`config.mk`:
```
export PLATFORM = sky130hd
export DESIGN_NAME = shifter_collector_flat
export DESIGN_NICKNAME = d
export VERILOG_FILES = /design/src/rtl/shifter_collector_if.sv /design/src/rtl/shifter_collector.sv /design/src/flat_wrapper.sv
export SDC_FILE = /design/constraint.sdc
export NUM_CORES = 1
export LEC_CHECK = 0
export CORE_ASPECT_RATIO = 0.9
export CORE_UTILIZATION = 40
export DETAILED_ROUTE_END_ITERATION = 10
export PLACE_DENSITY = 0.73
export SLEW_MARGIN = 20
export SYNTH_ARGS = -nofsm -noshare
export SYNTH_HDL_FRONTEND = slang
export SYNTH_SLANG_ARGS = --single-unit
```
`constraint.sdc`:
```
create_clock -name CLOCK -period 2.93 [get_ports CLOCK]
set_input_delay 0.586 -clock CLOCK [delete_from_list [all_inputs] [get_ports CLOCK]]
set_output_delay 0.586 -clock CLOCK [all_outputs]
set_load 0.02 [all_outputs]
```
`src/rtl/shifter_collector_if.sv`:
```
// Handshake bundle for the 2-bit serial-to-parallel collector.
// The master side streams digits in and consumes finished words.
interface shifter_collector_if #(
    parameter int tamano = 8
);
    localparam int N  = tamano / 2;
    localparam int CW = $clog2(N) + 1;

    logic              start;
    logic              serial_valid;
    logic [1:0]        serial_data_in;
    logic              out_ready;
    logic [tamano-1:0] parallel_data_out;
    logic              out_valid;
    logic              busy;
    logic [CW-1:0]     digit_count;

    modport master (
        output start,
        output serial_valid,
        output serial_data_in,
        output out_ready,
        input  parallel_data_out,
        input  out_valid,
        input  busy,
        input  digit_count
    );

    modport slave (
        input  start,
        input  serial_valid,
        input  serial_data_in,
        input  out_ready,
        output parallel_data_out,
        output out_valid,
        output busy,
        output digit_count
    );
endinterface

```
`src/rtl/shifter_collector.sv`:
```
// Serial-to-parallel collector: 2-bit digits, LSB first, into a tamano-bit word.
// Finished words are held on a valid/ready output until consumed.
module shifter_collector #(
    parameter int tamano = 8
) (
    input logic                CLOCK,
    input logic                RESET,
    shifter_collector_if.slave bus
);
    localparam int N  = tamano / 2;
    localparam int CW = $clog2(N) + 1;

    localparam logic [CW-1:0] LAST_DIGIT = CW'(N - 1);
    localparam logic [CW-1:0] FULL_COUNT = CW'(N);

    typedef enum logic [1:0] {
        IDLE    = 2'd0,
        COLLECT = 2'd1,
        DONE    = 2'd2
    } state_t;

    state_t            state_q, state_d;
    logic [tamano-1:0] sh_q, sh_d;
    logic [tamano-1:0] pdo_q, pdo_d;
    logic              out_valid_q, out_valid_d;
    logic [CW-1:0]     cnt_q, cnt_d;
    logic [tamano-1:0] sh_next;

    // New digit enters at the top; after N shifts the first digit sits in [1:0].
    assign sh_next = {bus.serial_data_in, sh_q[tamano-1:2]};

    // Next-state and datapath control for the IDLE/COLLECT/DONE sequence.
    always_comb begin
        state_d     = state_q;
        sh_d        = sh_q;
        pdo_d       = pdo_q;
        out_valid_d = out_valid_q;
        cnt_d       = cnt_q;
        unique case (state_q)
            IDLE: begin
                if (bus.start) begin
                    sh_d    = '0;
                    cnt_d   = '0;
                    state_d = COLLECT;
                end
            end
            COLLECT: begin
                if (bus.start) begin
                    // Restart wins over a digit arriving the same cycle.
                    sh_d  = '0;
                    cnt_d = '0;
                end else if (bus.serial_valid) begin
                    sh_d = sh_next;
                    if (cnt_q == LAST_DIGIT) begin
                        pdo_d       = sh_next;
                        out_valid_d = 1'b1;
                        cnt_d       = FULL_COUNT;
                        state_d     = DONE;
                    end else begin
                        cnt_d = cnt_q + 1'b1;
                    end
                end
            end
            DONE: begin
                if (bus.out_ready) begin
                    out_valid_d = 1'b0;
                    cnt_d       = '0;
                    state_d     = IDLE;
                end
            end
            default: begin
                state_d = IDLE;
            end
        endcase
    end

    // State and datapath registers, cleared asynchronously.
    always_ff @(posedge CLOCK or posedge RESET) begin
        if (RESET) begin
            state_q     <= IDLE;
            sh_q        <= '0;
            pdo_q       <= '0;
            out_valid_q <= 1'b0;
            cnt_q       <= '0;
        end else begin
            state_q     <= state_d;
            sh_q        <= sh_d;
            pdo_q       <= pdo_d;
            out_valid_q <= out_valid_d;
            cnt_q       <= cnt_d;
        end
    end

    assign bus.parallel_data_out = pdo_q;
    assign bus.out_valid         = out_valid_q;
    assign bus.busy              = (state_q == COLLECT);
    assign bus.digit_count       = cnt_q;
endmodule
```
`src/flat_wrapper.sv`:
```
// flat-port wrapper written by rule: the top's interface ports become plain ports
module shifter_collector_flat 
#(
    parameter int tamano = 8
)
  (CLOCK, RESET, bus_start, bus_serial_valid, bus_serial_data_in, bus_out_ready, bus_parallel_data_out, bus_out_valid, bus_busy, bus_digit_count);
  shifter_collector_if #(.tamano(tamano)) bus_i ();
  input logic CLOCK;
  input logic RESET;
  input wire logic [$bits(bus_i.start)-1:0] bus_start;
  input wire logic [$bits(bus_i.serial_valid)-1:0] bus_serial_valid;
  input wire logic [$bits(bus_i.serial_data_in)-1:0] bus_serial_data_in;
  input wire logic [$bits(bus_i.out_ready)-1:0] bus_out_ready;
  output wire logic [$bits(bus_i.parallel_data_out)-1:0] bus_parallel_data_out;
  output wire logic [$bits(bus_i.out_valid)-1:0] bus_out_valid;
  output wire logic [$bits(bus_i.busy)-1:0] bus_busy;
  output wire logic [$bits(bus_i.digit_count)-1:0] bus_digit_count;
  assign bus_i.start = bus_start;
  assign bus_i.serial_valid = bus_serial_valid;
  assign bus_i.serial_data_in = bus_serial_data_in;
  assign bus_i.out_ready = bus_out_ready;
  assign bus_parallel_data_out = bus_i.parallel_data_out;
  assign bus_out_valid = bus_i.out_valid;
  assign bus_busy = bus_i.busy;
  assign bus_digit_count = bus_i.digit_count;
  shifter_collector #(.tamano(tamano)) u_core (.CLOCK(CLOCK), .RESET(RESET), .bus(bus_i));
endmodule
```
Word-level counts from Yosys, hierarchy flattened
Index checks and enable logic that the tools add are counted.

storage, ports and cells
  flip-flop bits (word level) = 22
  latch bits = 0
  memory bits (writable) = 0
  memory bits (read-only) = 0
  input bits = 7
  word-level logic and storage cells = 46
  memories kept = 0

operators by class
  add/sub/neg operators = 1
  multipliers = 0
  div/mod/pow operators = 0
  order comparisons = 0
  equal/unequal tests = 9
  shift-type cells = 0
  multiplexer cells = 21
  bitwise operators = 1
  reduce and logical (&&, ||, !) cells = 9

operator list
  kind                                                                     number
  8-bit 2-to-1 mux                                                         3
  8-bit one-hot mux with 2 select lines                                    1
  3-bit 2-to-1 mux                                                         5
  2-bit 2-to-1 mux                                                         5
  5-bit AND reduction                                                      2
  3-bit one-hot mux with 3 select lines                                    1
  2-bit inequality test, second input constant                             4
  4-bit AND reduction                                                      2
  2-bit one-hot mux with 3 select lines                                    1
  1-bit 2-to-1 mux                                                         4
  2-bit nonzero test                                                       2
  3-bit by 1-bit adder with 3-bit output, second input constant            1
  3-bit by 2-bit == test with 1-bit output, second input constant          1
  3-bit inequality test, second input constant                             1
  3-bit AND reduction                                                      1
  3-bit nonzero test                                                       1
  2-bit by 1-bit == test with 1-bit output, second input constant          1
  2-bit == test, second input constant                                     1
  2-bit zero test                                                          1
  2-bit by 1-bit inequality test with 1-bit output, second input constant  1
  1-bit one-hot mux with 2 select lines                                    1
  1-bit NOT                                                                1

Depth between registers and ports, before layout
  word-level depth = 5
  depth in mapped cells = 5
  depth with buffers taken out = 5

Least setup slack after synthesis
Ideal clock, no wire load.

  kind = input to register
  start point = input port bus_start
  end point = register u_core.pdo_q[0] (netlist: u_core.bus.parallel_data_out[0])
  library setup time = 125 ps
  arrival time = 1374 ps
  required time = 2805 ps
  path slack = 1431 ps
  stages = 4
  path buffers = 1
  path through = and4bb_1 > buf_6 > nand2_8 > mux2_4

on the way
  longest elaborated chain between the ends = 2

RTL lines
  element                        line                     RTL
  start: declaration             flat_wrapper.sv:10       input wire logic [$bits(bus_i.start)-1:0] bus_start;
  1-bit NOT (no line)            n/a
  4-bit AND reduction (no line)  n/a
  end signal: assignment         shifter_collector.sv:88  pdo_q <= pdo_d;
  end: declaration               shifter_collector.sv:24  logic [tamano-1:0] pdo_q, pdo_d;

No other way between the ends.
A chain may end at the register's enable or synchronous reset.

Worst setup path in the final report
  start point = register u_core.state_q[1]
  end point = output port bus_busy

on the way
  longest elaborated chain between the ends = 1

RTL lines
  element                                   line                     RTL
  start: declaration                        shifter_collector.sv:22  state_t state_q, state_d;
  start signal: assignment                  shifter_collector.sv:86  state_q <= state_d;
  2-bit by 1-bit == test with 1-bit output  shifter_collector.sv:96  assign bus.busy = (state_q == COLLECT);
  end: declaration                          flat_wrapper.sv:16       output wire logic [$bits(bus_i.busy)-1:0] bus_busy;

No other way between the ends.

==> summary by stage <==
Outcome
The flow ran to the end, and the final reports show no timing, DRC or antenna violations.

Power and ir drop
The share of total power dissipated in combinational logic is 0.183. The leakage dissipation is between 0.5 and 0.6 nW. The overall power is 0.000525 W. Dividing total power by cell area gives a power density of roughly 490 nW/µm². The switching part of the total is 0.252. Of the total power, the clock network draws 0.234. The internal portion of the total power is between 0.0003 and 0.0004 W.

The part of the total power dissipated in sequential elements is 0.583. VDD sags by at most 0.000378 V. The analysis attributes to net switching a power of roughly 0.00013 W.

CTS
The source-to-sink clock delay at the later pin of the worst-skew pair is between 200 and 300 ps. The TritonCTS clock tree is yes. The number of gates resized after CTS was 0. The hold-fix buffer count after cts is 0.

The number of clock buffers added by TritonCTS is 3. CTS built an H-tree with a depth of 1. The clock sink total is 20. The maximum buffer depth of the clock tree is 2. The tree is rooted in a sky130_fd_sc_hd__clkbuf_4.

Once the clock tree was built, the setup fixing pass inserted 0 buffers. After clock tree synthesis, the clock-pin slew on the worst setup and hold paths is approximately 100 ps.

Logic synthesis
The cell count after synthesis came out at just under 60. Averaged over all synthesized cells, the footprint is 14.7 µm². After synthesis the cells add up to approximately 850 µm². The distinct cell type count after synthesis is 20. Of the synthesized area, sequential elements account for 0.586. The count of yosys warnings during synthesis is 0. The post-synth net total is 67. The register bit count reported by yosys is 20.

Timing
Timing would allow up to ~470 MHz. Setup violations remaining at the end of the flow were counted as 0. The post-route minimum period is 2120 ps.

The worst clock skew is slightly below 4 ps. Setup slack closes at between 800 and 900 ps. The share of the clock period used by the worst path is 0.724. The number of hold violations in the final report is 0. At the pin with the least slew margin, the transition time is approximately 750 ps. The normalized max-slew margin is 0.497.

Setup repair after global routing left no endpoint under its margin. The count of pins over their slew limit is 0. The total negative slack is 0 ps.

Worst setup path
The type of element launching the critical path is a flop. The launching element of the worst setup path is u_core.state_q[1]$_DFFE_PP0P_. The peak fanout along the critical path is 6.

For the worst setup path, the data required time is 2340 ps. In this run the critical register-to-register path is launched from u_core.state_q[1]$_DFFE_PP0P_. The data arrival time of the worst path is 1530 ps. STA classifies the critical path endpoint as an output port. The kind of critical path is flop to output port.

Finish
The area taken by flip-flops and latches is roughly 500 µm². The footprint of the multi-input gates is ~330 µm². The number of nets in the layout is between 80 and 90.

The fraction of layout cells with a size suffix above 1 is 0.205. The filler cells instantiated in the layout total about 180. The post-route cell area is ~1100 µm². The number of standard cells in the final layout excluding fillers is between 100 and 150. The number of diodes is 0. Relative to the synthesized area, the layout overhead comes to 26.6%.

Routing
The final route contains 522 vias. The post-detailed-route wirelength per cell is approximately 14 µm. The via density per instance is roughly 5.1. For this block, the routed nets add up to roughly 1400 µm of wire. For this block, the initial DRC count from the detailed router was 10. The residual DRC count is 0. The pre-antenna-repair detailed-routing pass consisted of 4 iterations.

The detail route stage leaves a number of antenna-violating nets equal to 0.

Placed design
The post-detailed-placement cell area is ~1100 µm². At the placement stage, the worst setup path has a slack of between 700 and 800 ps. The number of buffers inserted by port buffering is 19. At the end of routability-driven placement, the weighted congestion stood at roughly 0.67. The HPWL after detailed placement is between 900 and 1000 µm. The cell total after placement is 100.

Die
From bottom edge to top edge, the die measures between 40 and 50 µm. The die is 50.7 µm wide. The core area is 1970 µm². The initial standard-cell utilization of the core is 0.434.

The total die area is about 2300 µm². Row generation in the floorplan step produced 15 rows. During I/O placement, the number of pins put on the boundary was 20.

Min path
The worst hold path begins at u_core.bus.out_valid$_DFFE_PP0P_. The min-delay analysis places its worst path in the category flop to flop.

GRT
The via count of the first global-routing pass is 524. The maximum number of pins on one net before global-route repair is 21. The number of antenna violations at the first check in global routing came to 0. The global-route wire length before repair is roughly 2400 µm. The global-route congestion overflow total is 0.

Across every metal layer, demand over resource in global routing totals 0.152.

Run
The tool flagged a number of max-cap violations equal to 0.
[power by group through the flow]
stage               Clock [W]  Combinational, W  Sequential [W]
floorplan                   0         0.0000373        0.000327
global placement            0         0.0000959        0.000311
detailed placement          0         0.0000965        0.000311
CTS                  0.000130         0.0000971        0.000306
global route         0.000142          0.000104        0.000309
finish               0.000123         0.0000960        0.000306
[logic make-up after synthesis]
logic type / synth area share
mux: 0.141
buf+inv: 0.0322
compound gates: 0.113
flops: 0.586
simple gates: 0.0996
fa+ha+maj: 0.0293
[worst max-delay path: stages (launching register included)]
cell and delay, ps:
sky130_fd_sc_hd__dfrtp_1 430, sky130_fd_sc_hd__and2b_2 220, sky130_fd_sc_hd__clkdlybuf4s50_1 590
[sequential cells by signal, summed over array words and instances (netlist names)]
| name | flops |
|---|---|
| u_core.state_q | 2 |
| u_core.bus.digit_count | 3 |
| u_core.sh_q | 6 |
| u_core.bus.parallel_data_out | 8 |
| u_core.bus.out_valid | 1 |
[cell usage in the layout, fill, tap and decap left out]
cell type	netlist	routed
sky130_fd_sc_hd__a31o_2	1	1
sky130_fd_sc_hd__and4bb_1	1	1
sky130_fd_sc_hd__dfrtp_1	20	20
sky130_fd_sc_hd__nand2_1	3	3
sky130_fd_sc_hd__a21oi_1	2	2
sky130_fd_sc_hd__or2_2	1	1
sky130_fd_sc_hd__clkbuf_4	0	3
sky130_fd_sc_hd__inv_1	3	3
sky130_fd_sc_hd__a22o_1	6	6
sky130_fd_sc_hd__o21ai_0	1	1
sky130_fd_sc_hd__and2b_2	1	1
sky130_fd_sc_hd__nand3b_1	1	1
sky130_fd_sc_hd__mux2_4	8	8
sky130_fd_sc_hd__nor2_1	1	1
sky130_fd_sc_hd__nor2b_1	1	1
sky130_fd_sc_hd__nand2_8	1	1
sky130_fd_sc_hd__ha_1	2	2
sky130_fd_sc_hd__or2b_2	1	1
sky130_fd_sc_hd__clkdlybuf4s50_1	0	19
sky130_fd_sc_hd__a32o_1	2	2
[synth_stat cells]
master                     instances  area (µm²)
sky130_fd_sc_hd__dfrtp_1          20         500
sky130_fd_sc_hd__mux2_4            8         120
sky130_fd_sc_hd__a22o_1            6        52.6
sky130_fd_sc_hd__inv_1             3        11.3
sky130_fd_sc_hd__nand2_1           3        11.3
sky130_fd_sc_hd__a21oi_1           2        10.0
sky130_fd_sc_hd__a32o_1            2        20.0
sky130_fd_sc_hd__ha_1              2        25.0
sky130_fd_sc_hd__a31o_2            1        8.76
sky130_fd_sc_hd__and2b_2           1        8.76
sky130_fd_sc_hd__and4bb_1          1        12.5
sky130_fd_sc_hd__buf_2             1        5.00
sky130_fd_sc_hd__buf_6             1        11.3
sky130_fd_sc_hd__nand2_8           1        20.0
sky130_fd_sc_hd__nand3b_1          1        7.51
sky130_fd_sc_hd__nor2_1            1        3.75
sky130_fd_sc_hd__nor2b_1           1        6.26
sky130_fd_sc_hd__o21ai_0           1        5.00
sky130_fd_sc_hd__or2_2             1        6.26
sky130_fd_sc_hd__or2b_2            1        8.76
[final timing paths]
path / cells after the start / endpoint / slack, ps
setup / recovery: 2 / bus_busy / 810
hold / removal: 2 / u_core.bus.out_valid$_DFFE_PP0P_ / 500
setup reg to reg: 3 / u_core.bus.parallel_data_out[6]$_DFFE_PP0P_ / 1330
hold reg to reg: 2 / u_core.bus.out_valid$_DFFE_PP0P_ / 500
max in group asynchronous: 2 / u_core.bus.out_valid$_DFFE_PP0P_ / 1740
min in group asynchronous: 2 / u_core.bus.parallel_data_out[2]$_DFFE_PP0P_ / 720
[area by class of cell]
type | count | area share
well taps | 25 | 0.0289
clock buffers | 3 | 0.0208
repair buffers | 19 | 0.176
inverters | 3 | 0.0104
multi-input cells | 33 | 0.302
flip-flops and latches | 20 | 0.462
[per-layer routing]
metal	track usage	up-vias	part of all wire
li1	-	251	-
met1	0.226	247	0.50
met2	0.189	21	0.42
met3	0.0733	3	0.076
met4	0.0500	0	0.0057
met5	0	-	0
[stage by stage]
step | hold WS, ps | utilization
6_report | 498 | 0.549
5_1_grt | 528 | 0.549
4_1_cts | 500 | 0.549
3_5_place_dp | 468 | 0.538
3_3_place_gp | 471 | 0.538
2_1_floorplan | 457 | -
No activity file was read; power rests on OpenSTA's default activity.
